`src/rtl/video_timing_gen.sv`:
```
// -----------------------------------------------------------------------------
// video_timing_gen
//
// Parametrised raster timing generator for the video controller. It walks a
// horizontal counter (hcnt) over HTOT pixel clocks per line and a vertical
// counter (vcnt) over VTOT lines per frame. From that position it produces
// sync, blanking and pixel coordinates toward video_if. It also produces a
// pixel-fetch request LOOKAHEAD cycles ahead of display for the frame-buffer
// reader.
//
// Line layout (vertical is identical, in lines):
//   [0, HFP)               front porch
//   [HFP, HFP+HPULSE)      sync pulse
//   [HFP+HPULSE, HBLK)     back porch
//   [HBLK, HTOT)           active video
//
// Ports
//   clk          in   1    pixel clock
//   nrst         in   1    asynchronous active-low reset
//   en           in   1    run enable; low holds the raster at the origin
//   HS           out  1    horizontal sync, active level HS_POL
//   VS           out  1    vertical sync, active level VS_POL
//   BLANK        out  1    1 = active pixel, 0 = blanking
//   pix_x        out  XW   active column, 0 outside the active area
//   pix_y        out  YW   active line, 0 outside the active area
//   line_start   out  1    pulse at hcnt==0
//   frame_start  out  1    pulse at hcnt==0 && vcnt==0
//   req_valid    out  1    fetch request for (req_x, req_y)
//   req_x        out  XW   column to fetch (0 when req_valid is low)
//   req_y        out  YW   line to fetch (0 when req_valid is low)
//   frame_cnt    out  16   completed frames, wraps silently
//
// Every output is a flop loaded from a decode of the *next* counter value.
// The outputs therefore describe the counter position held in the same cycle
// without any combinational path to the ports.
// -----------------------------------------------------------------------------
module video_timing_gen #(
    parameter int HDISP     = 800,
    parameter int VDISP     = 480,
    parameter int HFP       = 40,
    parameter int HPULSE    = 48,
    parameter int HBP       = 40,
    parameter int VFP       = 13,
    parameter int VPULSE    = 3,
    parameter int VBP       = 29,
    parameter bit HS_POL    = 1'b0,
    parameter bit VS_POL    = 1'b0,
    parameter int LOOKAHEAD = 2,
    localparam int XW       = $clog2(HDISP),
    localparam int YW       = $clog2(VDISP)
) (
    input  logic          clk,
    input  logic          nrst,
    input  logic          en,
    output logic          HS,
    output logic          VS,
    output logic          BLANK,
    output logic [XW-1:0] pix_x,
    output logic [YW-1:0] pix_y,
    output logic          line_start,
    output logic          frame_start,
    output logic          req_valid,
    output logic [XW-1:0] req_x,
    output logic [YW-1:0] req_y,
    output logic [15:0]   frame_cnt
);

    // -------------------------------------------------------------------------
    // Derived geometry
    // -------------------------------------------------------------------------
    localparam int HBLK = HFP + HPULSE + HBP;
    localparam int HTOT = HBLK + HDISP;
    localparam int VBLK = VFP + VPULSE + VBP;
    localparam int VTOT = VBLK + VDISP;

    // The horizontal counter is wide enough to also hold hcnt+LOOKAHEAD, so
    // the request window test never overflows.
    localparam int HW = $clog2(HTOT + LOOKAHEAD + 1);
    localparam int VW = $clog2(VTOT + 1);

    localparam logic [HW-1:0] H_LAST     = HW'(HTOT - 1);
    localparam logic [HW-1:0] H_SYNC_BEG = HW'(HFP);
    localparam logic [HW-1:0] H_SYNC_END = HW'(HFP + HPULSE);
    localparam logic [HW-1:0] H_ACT      = HW'(HBLK);
    localparam logic [HW-1:0] H_TOT      = HW'(HTOT);
    localparam logic [HW-1:0] H_LA       = HW'(LOOKAHEAD);

    localparam logic [VW-1:0] V_LAST     = VW'(VTOT - 1);
    localparam logic [VW-1:0] V_SYNC_BEG = VW'(VFP);
    localparam logic [VW-1:0] V_SYNC_END = VW'(VFP + VPULSE);
    localparam logic [VW-1:0] V_ACT      = VW'(VBLK);

    localparam logic HS_IDLE = ~HS_POL;
    localparam logic VS_IDLE = ~VS_POL;

    // Elaboration-time guard on the request lead.
    video_timing_gen_param_chk #(
        .LOOKAHEAD (LOOKAHEAD),
        .HBLK      (HBLK)
    ) u_param_chk ();

    // -------------------------------------------------------------------------
    // State
    // -------------------------------------------------------------------------
    logic [HW-1:0] hcnt_r;
    logic [VW-1:0] vcnt_r;
    // run_r is low while idle. The first enabled edge then lands on the
    // origin instead of advancing past it.
    logic          run_r;

    logic [HW-1:0] hcnt_nxt_s;
    logic [VW-1:0] vcnt_nxt_s;
    logic          frame_wrap_s;

    logic [HW-1:0] h_la_s;
    logic          h_act_s;
    logic          v_act_s;
    logic          h_req_s;
    logic          hs_nxt_s;
    logic          vs_nxt_s;
    logic          blank_nxt_s;
    logic [XW-1:0] pix_x_nxt_s;
    logic [YW-1:0] pix_y_nxt_s;
    logic          line_start_nxt_s;
    logic          frame_start_nxt_s;
    logic          req_valid_nxt_s;
    logic [XW-1:0] req_x_nxt_s;
    logic [YW-1:0] req_y_nxt_s;

    // Next raster position: restart at origin after idle, else advance/wrap.
    always_comb begin
        hcnt_nxt_s   = {HW{1'b0}};
        vcnt_nxt_s   = {VW{1'b0}};
        frame_wrap_s = 1'b0;
        if (!run_r) begin
            hcnt_nxt_s = {HW{1'b0}};
            vcnt_nxt_s = {VW{1'b0}};
        end else if (hcnt_r == H_LAST) begin
            hcnt_nxt_s = {HW{1'b0}};
            if (vcnt_r == V_LAST) begin
                vcnt_nxt_s   = {VW{1'b0}};
                frame_wrap_s = 1'b1;
            end else begin
                vcnt_nxt_s = vcnt_r + {{(VW-1){1'b0}}, 1'b1};
            end
        end else begin
            hcnt_nxt_s = hcnt_r + {{(HW-1){1'b0}}, 1'b1};
            vcnt_nxt_s = vcnt_r;
        end
    end

    // Output decode of the next position, loaded into the output flops.
    always_comb begin
        h_la_s   = hcnt_nxt_s + H_LA;
        h_act_s  = (hcnt_nxt_s >= H_ACT);
        v_act_s  = (vcnt_nxt_s >= V_ACT);
        // Upper bound at HTOT keeps requests inside the current line.
        h_req_s  = (h_la_s >= H_ACT) && (h_la_s < H_TOT);

        if ((hcnt_nxt_s >= H_SYNC_BEG) && (hcnt_nxt_s < H_SYNC_END)) begin
            hs_nxt_s = HS_POL;
        end else begin
            hs_nxt_s = HS_IDLE;
        end

        if ((vcnt_nxt_s >= V_SYNC_BEG) && (vcnt_nxt_s < V_SYNC_END)) begin
            vs_nxt_s = VS_POL;
        end else begin
            vs_nxt_s = VS_IDLE;
        end

        blank_nxt_s = h_act_s && v_act_s;
        if (blank_nxt_s) begin
            pix_x_nxt_s = XW'(hcnt_nxt_s - H_ACT);
            pix_y_nxt_s = YW'(vcnt_nxt_s - V_ACT);
        end else begin
            pix_x_nxt_s = {XW{1'b0}};
            pix_y_nxt_s = {YW{1'b0}};
        end

        req_valid_nxt_s = h_req_s && v_act_s;
        if (req_valid_nxt_s) begin
            req_x_nxt_s = XW'(h_la_s - H_ACT);
            req_y_nxt_s = YW'(vcnt_nxt_s - V_ACT);
        end else begin
            req_x_nxt_s = {XW{1'b0}};
            req_y_nxt_s = {YW{1'b0}};
        end

        line_start_nxt_s  = (hcnt_nxt_s == {HW{1'b0}});
        frame_start_nxt_s = line_start_nxt_s && (vcnt_nxt_s == {VW{1'b0}});
    end

    // Raster counters, frame counter and registered outputs.
    always_ff @(posedge clk or negedge nrst) begin
        if (!nrst) begin
            hcnt_r      <= {HW{1'b0}};
            vcnt_r      <= {VW{1'b0}};
            run_r       <= 1'b0;
            HS          <= HS_IDLE;
            VS          <= VS_IDLE;
            BLANK       <= 1'b0;
            pix_x       <= {XW{1'b0}};
            pix_y       <= {YW{1'b0}};
            line_start  <= 1'b0;
            frame_start <= 1'b0;
            req_valid   <= 1'b0;
            req_x       <= {XW{1'b0}};
            req_y       <= {YW{1'b0}};
            frame_cnt   <= 16'd0;
        end else if (!en) begin
            // Idle: raster parked at origin, outputs quiet, frame_cnt kept.
            hcnt_r      <= {HW{1'b0}};
            vcnt_r      <= {VW{1'b0}};
            run_r       <= 1'b0;
            HS          <= HS_IDLE;
            VS          <= VS_IDLE;
            BLANK       <= 1'b0;
            pix_x       <= {XW{1'b0}};
            pix_y       <= {YW{1'b0}};
            line_start  <= 1'b0;
            frame_start <= 1'b0;
            req_valid   <= 1'b0;
            req_x       <= {XW{1'b0}};
            req_y       <= {YW{1'b0}};
        end else begin
            hcnt_r      <= hcnt_nxt_s;
            vcnt_r      <= vcnt_nxt_s;
            run_r       <= 1'b1;
            HS          <= hs_nxt_s;
            VS          <= vs_nxt_s;
            BLANK       <= blank_nxt_s;
            pix_x       <= pix_x_nxt_s;
            pix_y       <= pix_y_nxt_s;
            line_start  <= line_start_nxt_s;
            frame_start <= frame_start_nxt_s;
            req_valid   <= req_valid_nxt_s;
            req_x       <= req_x_nxt_s;
            req_y       <= req_y_nxt_s;
            frame_cnt   <= frame_cnt + {15'd0, frame_wrap_s};
        end
    end

endmodule

// -----------------------------------------------------------------------------
// video_timing_gen_param_chk
//
// Elaboration-only check on the request lead. A request must not start more
// than one blanking interval early, or it would belong to the previous line.
// No ports.
// -----------------------------------------------------------------------------
module video_timing_gen_param_chk #(
    parameter int LOOKAHEAD = 0,
    parameter int HBLK      = 1
) ();

    if ((LOOKAHEAD < 0) || (LOOKAHEAD > HBLK - 1)) begin : g_bad_lookahead
        $error("video_timing_gen: LOOKAHEAD %0d outside 0..%0d", LOOKAHEAD, HBLK - 1);
    end

endmodule

```
`config.mk`:
```
export PLATFORM = sky130hd
export DESIGN_NAME = video_timing_gen
export DESIGN_NICKNAME = d
export VERILOG_FILES = /design/src/rtl/video_timing_gen.sv
export SDC_FILE = /design/constraint.sdc
export NUM_CORES = 1
export LEC_CHECK = 0
export CELL_PAD_IN_SITES_DETAIL_PLACEMENT = 1
export CELL_PAD_IN_SITES_GLOBAL_PLACEMENT = 2
export CORE_AREA = 2 2 115 117
export CTS_BUF_LIST = sky130_fd_sc_hd__clkbuf_2 sky130_fd_sc_hd__clkbuf_4 sky130_fd_sc_hd__clkbuf_8
export DETAILED_ROUTE_END_ITERATION = 12
export DIE_AREA = 0 0 117 119
export PLACE_DENSITY = 0.73
export SYNTH_ARGS = -nofsm -noshare
export SYNTH_HDL_FRONTEND = slang
export SYNTH_SLANG_ARGS = --single-unit
```
`constraint.sdc`:
```
create_clock -name clk -period 4.29 [get_ports clk]
set_input_delay 1.287 -clock clk [delete_from_list [all_inputs] [get_ports clk]]
set_output_delay 1.287 -clock clk [all_outputs]
set_load 0.01 [all_outputs]
```
Word-level counts from Yosys, hierarchy flattened --
Cells that the tools add are included.
Storage, ports and cells: bits of input ports 3, register bits 81, logic and storage cells 66, output and inout port bits 60
Operators by class: order comparisons 8, add/sub/neg operators 7, eq/ne operators 2, muxes and demuxes 27, reductions and logical operators 8
Operators with widths (number):
- $mux W10 | 11
- $mux W9 | 4
- $add A10 B1 Y10 const B | 2
- $eq A10 B10 Y1 const B | 2
- $ge A10 B6 Y1 const B | 2
- $ge A10 B8 Y1 const B | 2
- $logic_not A10 Y1 | 2
- $sub A10 B8 Y10 const B | 2
- $add A16 B1 Y16 | 1
- $mux W1 | 12
- $add A10 B2 Y10 const B | 1
- $ge A10 B4 Y1 const B | 1
- $lt A10 B10 Y1 const B | 1
- $lt A10 B5 Y1 const B | 1
- $lt A10 B7 Y1 const B | 1
- $sub A9 B6 Y9 const B | 1
- $logic_and A1 B1 Y1 | 6

Longest topological paths before layout --
depth after elaboration 9, depth in mapped cells 15, mapped depth without buffers 13

Worst setup path before layout --
No wires, ideal clock.
path kind flip-flop to flip-flop, from register hcnt_r[0], to register req_y[2], path buffers 2, data arrival time 3.121 ns, stages on the path, launching flop included 14, slack 1.046 ns, setup time 0.123 ns, data required time 4.167 ns, clock period less this slack 3.244 ns, cells stage by stage dfrtp_1 ha_1 nand4_1 or3_1 o21ai_0 nor2_1 inv_1 ha_1 o211ai_1 a32oi_1 a211o_1 buf_4 buf_6 nor2_1
On the way: longest elaborated chain between the ends 9, elaborated cells on any way between the ends 15, classes of those cells add/sub (3); order compare (3); eq/ne (1); mux (6); reduce/logical (2)
Ends and longest elaborated chain:
- from (decl) | RTL line 105 | logic [HW-1:0] hcnt_r;
- from (signal assigned) | RTL line 197 | hcnt_r <= {HW{1'b0}};
- from (signal assigned) | RTL line 213 | hcnt_r <= {HW{1'b0}};
- from (signal assigned) | RTL line 227 | hcnt_r <= hcnt_nxt_s;
- $add A10 B1 Y10 or $eq A10 B10 Y1 (tied branches) | RTL line 147, 138
- $mux W10 | RTL line 138 | end else if (hcnt_r == H_LAST) begin
- $mux W10 | RTL line 135 | if (!run_r) begin
- $add A10 B2 Y10 | RTL line 154 | h_la_s = hcnt_nxt_s + H_LA;
- $ge A10 B8 Y1 or $lt A10 B10 Y1 (tied branches) | RTL line 158 | h_req_s = (h_la_s >= H_ACT) && (h_la_s < H_TOT);
- $logic_and A1 B1 Y1 | RTL line 158
- $logic_and A1 B1 Y1 | RTL line 181 | req_valid_nxt_s = h_req_s && v_act_s;
- $mux W9 (*) | RTL line 182 | if (req_valid_nxt_s) begin
- $mux W9 (*) | RTL line 211 | end else if (!en) begin
- to (signal assigned) | RTL line 209 | req_y <= {YW{1'b0}};
- to (signal assigned) | RTL line 225 | req_y <= {YW{1'b0}};
- to (signal assigned) | RTL line 239 | req_y <= req_y_nxt_s;
- to (decl) | RTL line 64 | output logic [YW-1:0] req_y,
Every way passes the cells marked *; elsewhere a longest branch is shown, timed or not. A chain may end at the register's enable or synchronous reset.

Worst setup path after layout --
from register hcnt_r[0], to register pix_y[8]
On the way: longest elaborated chain between the ends 7, elaborated cells on any way between the ends 12, classes of those cells add/sub (2); order compare (2); eq/ne (1); mux (6); reduce/logical (1)
Ends and longest elaborated chain:
- $add A10 B1 Y10 or $eq A10 B10 Y1 (tied branches) | RTL line 147, 138
- $mux W10 | RTL line 138
- $mux W10 | RTL line 135
- $ge A10 B8 Y1 or $ge A10 B6 Y1 (tied branches) | RTL line 155, 156
- $logic_and A1 B1 Y1 | RTL line 172 | blank_nxt_s = h_act_s && v_act_s;
- $mux W9 (*) | RTL line 173 | if (blank_nxt_s) begin
- $mux W9 (*) | RTL line 211
- to (signal assigned) | RTL line 204 | pix_y <= {YW{1'b0}};
- to (signal assigned) | RTL line 220 | pix_y <= {YW{1'b0}};
- to (signal assigned) | RTL line 234 | pix_y <= pix_y_nxt_s;
- to (decl) | RTL line 59 | output logic [YW-1:0] pix_y,
Marked as above.

==> summary.txt <==
Drt
  – DRC: 0
  – Met3 routed WL: 289 um
  – Top Layer Used: met4
  – Met2 WL post-DR: 4690 um
  – DRT Pass-1 Iters: 4
  – Metal1 wirelength: 4850 um
  – Final WL: 9930 um
  – Via count: 2952
  – Via/cell ratio: 4.70
  – ANT nets after route: 0
  – Initial drt markers: 169
  – Avg WL per Cell: 15.8 um

Floorplan
  – Ports: 63
  – Initial core utilization: 30.1%
  – Die Wd: 117 um
  – FP Rows: 42
  – Core area: 0.0129 mm^2
  – Die area: 0.0139 mm^2
  – Height of the die: 119 um

Pwr
  – Sw Share: 22.5%
  – Clock power frac: 44.0%
  – Pwr Density: 293 mW/mm^2
  – Worst vdd ir: 0.114 mV
  – Leak: 2.21 nW
  – Net Sw Power: 0.000326 W
  – P_int: 0.00112 W
  – Sequential share of power: 53.1%
  – Logic pwr share: 2.9%

Logic synthesis
  – Post-synthesis mux area share: 1.42%
  – EDFF count, synth: 0
  – Syn Inst Count: 377
  – Synth Flop Type: dfrtp_1
  – Seq/Total Area, Yosys: 52.3%
  – Syn Nets: 393
  – Synth Register Bits: 81
  – Largest family of logic cells by synthesized area: simple AND/OR/NAND/NOR gates
  – Unique masters post-synth: 56
  – Synth Area in Compound Gates: 7.38%
  – Synth async-reset ratio: 100%
  – Adder-cell share of the synthesized area: 4.19%
  – Synth Warn #: 0
  – Simple-Gate Fraction of Synth Area: 22.1%
  – Avg Inst Size Synth: 10.3 um^2
  – Cell area after synthesis: 0.00388 mm^2
  – XOR/XNOR Fraction of Synth Area: 9.48%

Worst setup path
  – Worst path cell trace: ha_1 > nand4_1 > or3_1 > o21ai_0 > buf_4 > nor2_1 > inv_1 > ha_1 > o211ai_1 > a32oi_1 > a21o_1 > buf_4 > a21oi_1
  – Crit start category: flop
  – Element type at the critical path end: flop
  – Crit path largest cell delay: 0.53 ns
  – Critical Path RT: 4.52 ns
  – Slowest CP cell: or3_1
  – Crit path max fanout: 13
  – Crit path kind: flop to flop
  – CP arrival: 4.02 ns

Worst hold path
  – Hold crit path type: flop to flop

Clock network
  – CTS max path bufs: 2
  – Post-CTS resize count: 0
  – Clock latency on the worst-skew pair: 0.37 ns
  – # H-tree levels: 3
  – Hold-fix buffers, CTS: 0
  – Clk slew on worst S/H paths: 0.09 ns
  – Clk sinks: 81
  – Total CTS buffers: 9
  – Clock Tree Root: clkbuf_8
  – CTS tree: yes
  – Setup Fix Bufs, Post-CTS: 0

Flow run
  – Max-Cap Viols: 0

Cells and area
  – Final Util: 38.4%
  – N_diodes: 0
  – Area delta synth->final: 27.4%
  – Nets: 463
  – Share of cells above drive strength 1: 9.29%
  – Filler cells: 1449

Timing
  – RSZ-0062 raised after global routing: no
  – Final worst slack: 0.496 ns
  – Crit path time final: 3.79 ns
  – Final hold vios: 0
  – Slew headroom: 32.6%
  – Max-slew violations: 0
  – Period Utilization, post-route: 88.4%
  – Actual slew at the worst max-slew pin: 1.01 ns
  – Fmax: 264 MHz
  – Final setup fails: 0
  – Fin Setup TNS: 0 ns
  – Clk_skew: 0.0162 ns

Global routing
  – Number of global-route vias before repair: 3082
  – GR Overflow Total: 0
  – Initial antenna violation count: 0
  – First-pass GRT wire length: 16400 um
  – Pin count of the biggest net entering global routing: 82
  – All-layer global routing usage: 15.3%

Status
  – Status: complete, no violations

Place
  – GPL Wtd Cong: 0.818
  – DP Worst Slack: 0.473 ns
  – Dpl hpwl: 7370 um
  – IO Port Bufs: 62
==> per-stage QoR <==
step | cells | hold WS (ns) | total power, W | area [um^2]
after floorplan | 377 | 0.507 | 0.000799 | 3880
after global placement | 612 | 0.467 | 0.000829 | 4720
after global routing | 628 | 0.491 | 0.00151 | 4940
final | 628 | 0.485 | 0.00145 | 4940
after CTS | 628 | 0.483 | 0.00148 | 4940
after detailed placement | 612 | 0.466 | 0.000829 | 4720
==> sequential cells by signal (all words and copies together) (netlist names) <==
register,cells
frame_cnt,16
hcnt_r,10
pix_x,10
req_x,10
vcnt_r,10
pix_y,9
req_y,9
BLANK,1
HS,1
VS,1
frame_start,1
line_start,1
req_valid,1
run_r,1
==> cell usage in the layout, fill, tap and decap left out, types with 7 or more instances in the layout <==
master and count:
nand3_1 13, xor2_1 21, and3_1 13, nor2_1 62, a21oi_1 13, ha_1 13, xnor2_1 21, nand2_1 22
inv_1 14, clkbuf_8 10, nand4_1 9, dfrtp_1 79, clkdlybuf4s50_1 61, buf_4 9, o21ai_0 7, nor3_1 12
==> final timing paths <==
| check | startpoint | end | slack [ns] | depth (start not counted) |
|---|---|---|---|---|
| max in group asynchronous | nrst | hcnt_r[4] | 2.54 | 1 |
| worst max register to register | hcnt_r[0] | pix_y[8] | 0.50 | 13 |
| worst max-delay path | hcnt_r[0] | pix_y[8] | 0.50 | 13 |
| worst min register to register | frame_cnt[15] | frame_cnt[15] | 0.48 | 1 |
| min in group asynchronous | nrst | vcnt_r[7] | 1.08 | 1 |
| worst min-delay path | frame_cnt[15] | frame_cnt[15] | 0.48 | 1 |
==> metal layers <==
| metal | up-vias | global-route usage, % |
|---|---|---|
| li1 | 1421 | - |
| met1 | 1468 | 21.3 |
| met2 | 57 | 23.8 |
| met3 | 6 | 3.05 |
| met4 | 0 | 4.85 |
| met5 | - | 0 |
==> synthesized netlist by cell type (2+ instances only) <==
cell type  number  area share, %
and2_1          4           0.64
nand3b_1        3           0.58
xnor2_1        21            4.7
buf_4           2           0.39
buf_2           4           0.52
nor4_1          4           0.64
and4_1          4           0.90
nand4_1         9            1.5
nor3b_1         2           0.39
nor2_1         62            6.0
inv_1          14            1.4
o21ai_0         7           0.90
clkbuf_1        4           0.39
nand3_1        13            1.7
dfrtp_1        79             51
ha_1           13            4.2
and4b_1         2           0.52
o211ai_1        2           0.39
o21ai_1         4           0.52
a21oi_1        13            1.7
nor2b_1         3           0.48
or3_1           2           0.32
nor3_1         12            1.5
a31oi_1         2           0.32
nand2b_1        3           0.48
dfstp_2         2            1.4
mux2_2          4            1.2
a211oi_1        2           0.39
nand2_1        22            2.1
xor2_1         21            4.7
and3_1         13            2.1
==> kinds of logic (layout without fill, tap and decap cells) <==
| family | Yosys count | after routing |
|---|---|---|
| compound gates | 42 | 42 |
| fa+ha+maj | 13 | 13 |
| simple gates | 167 | 167 |
| buf+inv | 27 | 102 |
| xor+xnor | 42 | 42 |
| mux | 5 | 5 |
| flops | 81 | 81 |
==> worst max-delay path: cells and delay by family (launching register included) <==
family / cells / cell delay, ns
DFF: 1 / 0.49
AOI/OAI and AO/OA: 5 / 1.18
adders and majority gates: 2 / 0.55
buffers and inverters: 3 / 0.55
and+or+nand+nor: 3 / 0.89
==> power by group through the flow <==
stage | sequential [W] | combinational (W) | clock [W]
4_1_cts | 0.000769 | 0.0000442 | 0.000667
6_report | 0.000769 | 0.0000421 | 0.000637
3_3_place_gp | 0.000784 | 0.0000442 | 0
3_5_place_dp | 0.000785 | 0.0000442 | 0
5_1_grt | 0.000770 | 0.0000484 | 0.000690
2_1_floorplan | 0.000783 | 0.0000158 | 0
==> area by class of cell <==
class / count / area [um^2] / share of cell area [%]
sequential: 81 / 2030 / 41.0
multi-input combinational: 269 / 1730 / 35.0
timing repair buffer: 70 / 678 / 13.7
tap: 176 / 220 / 4.45
clock buffer: 10 / 138 / 2.78
clock inverter: 6 / 90.1 / 1.82
inverter: 16 / 60.1 / 1.21
No activity file was read; power rests on OpenSTA's default activity.
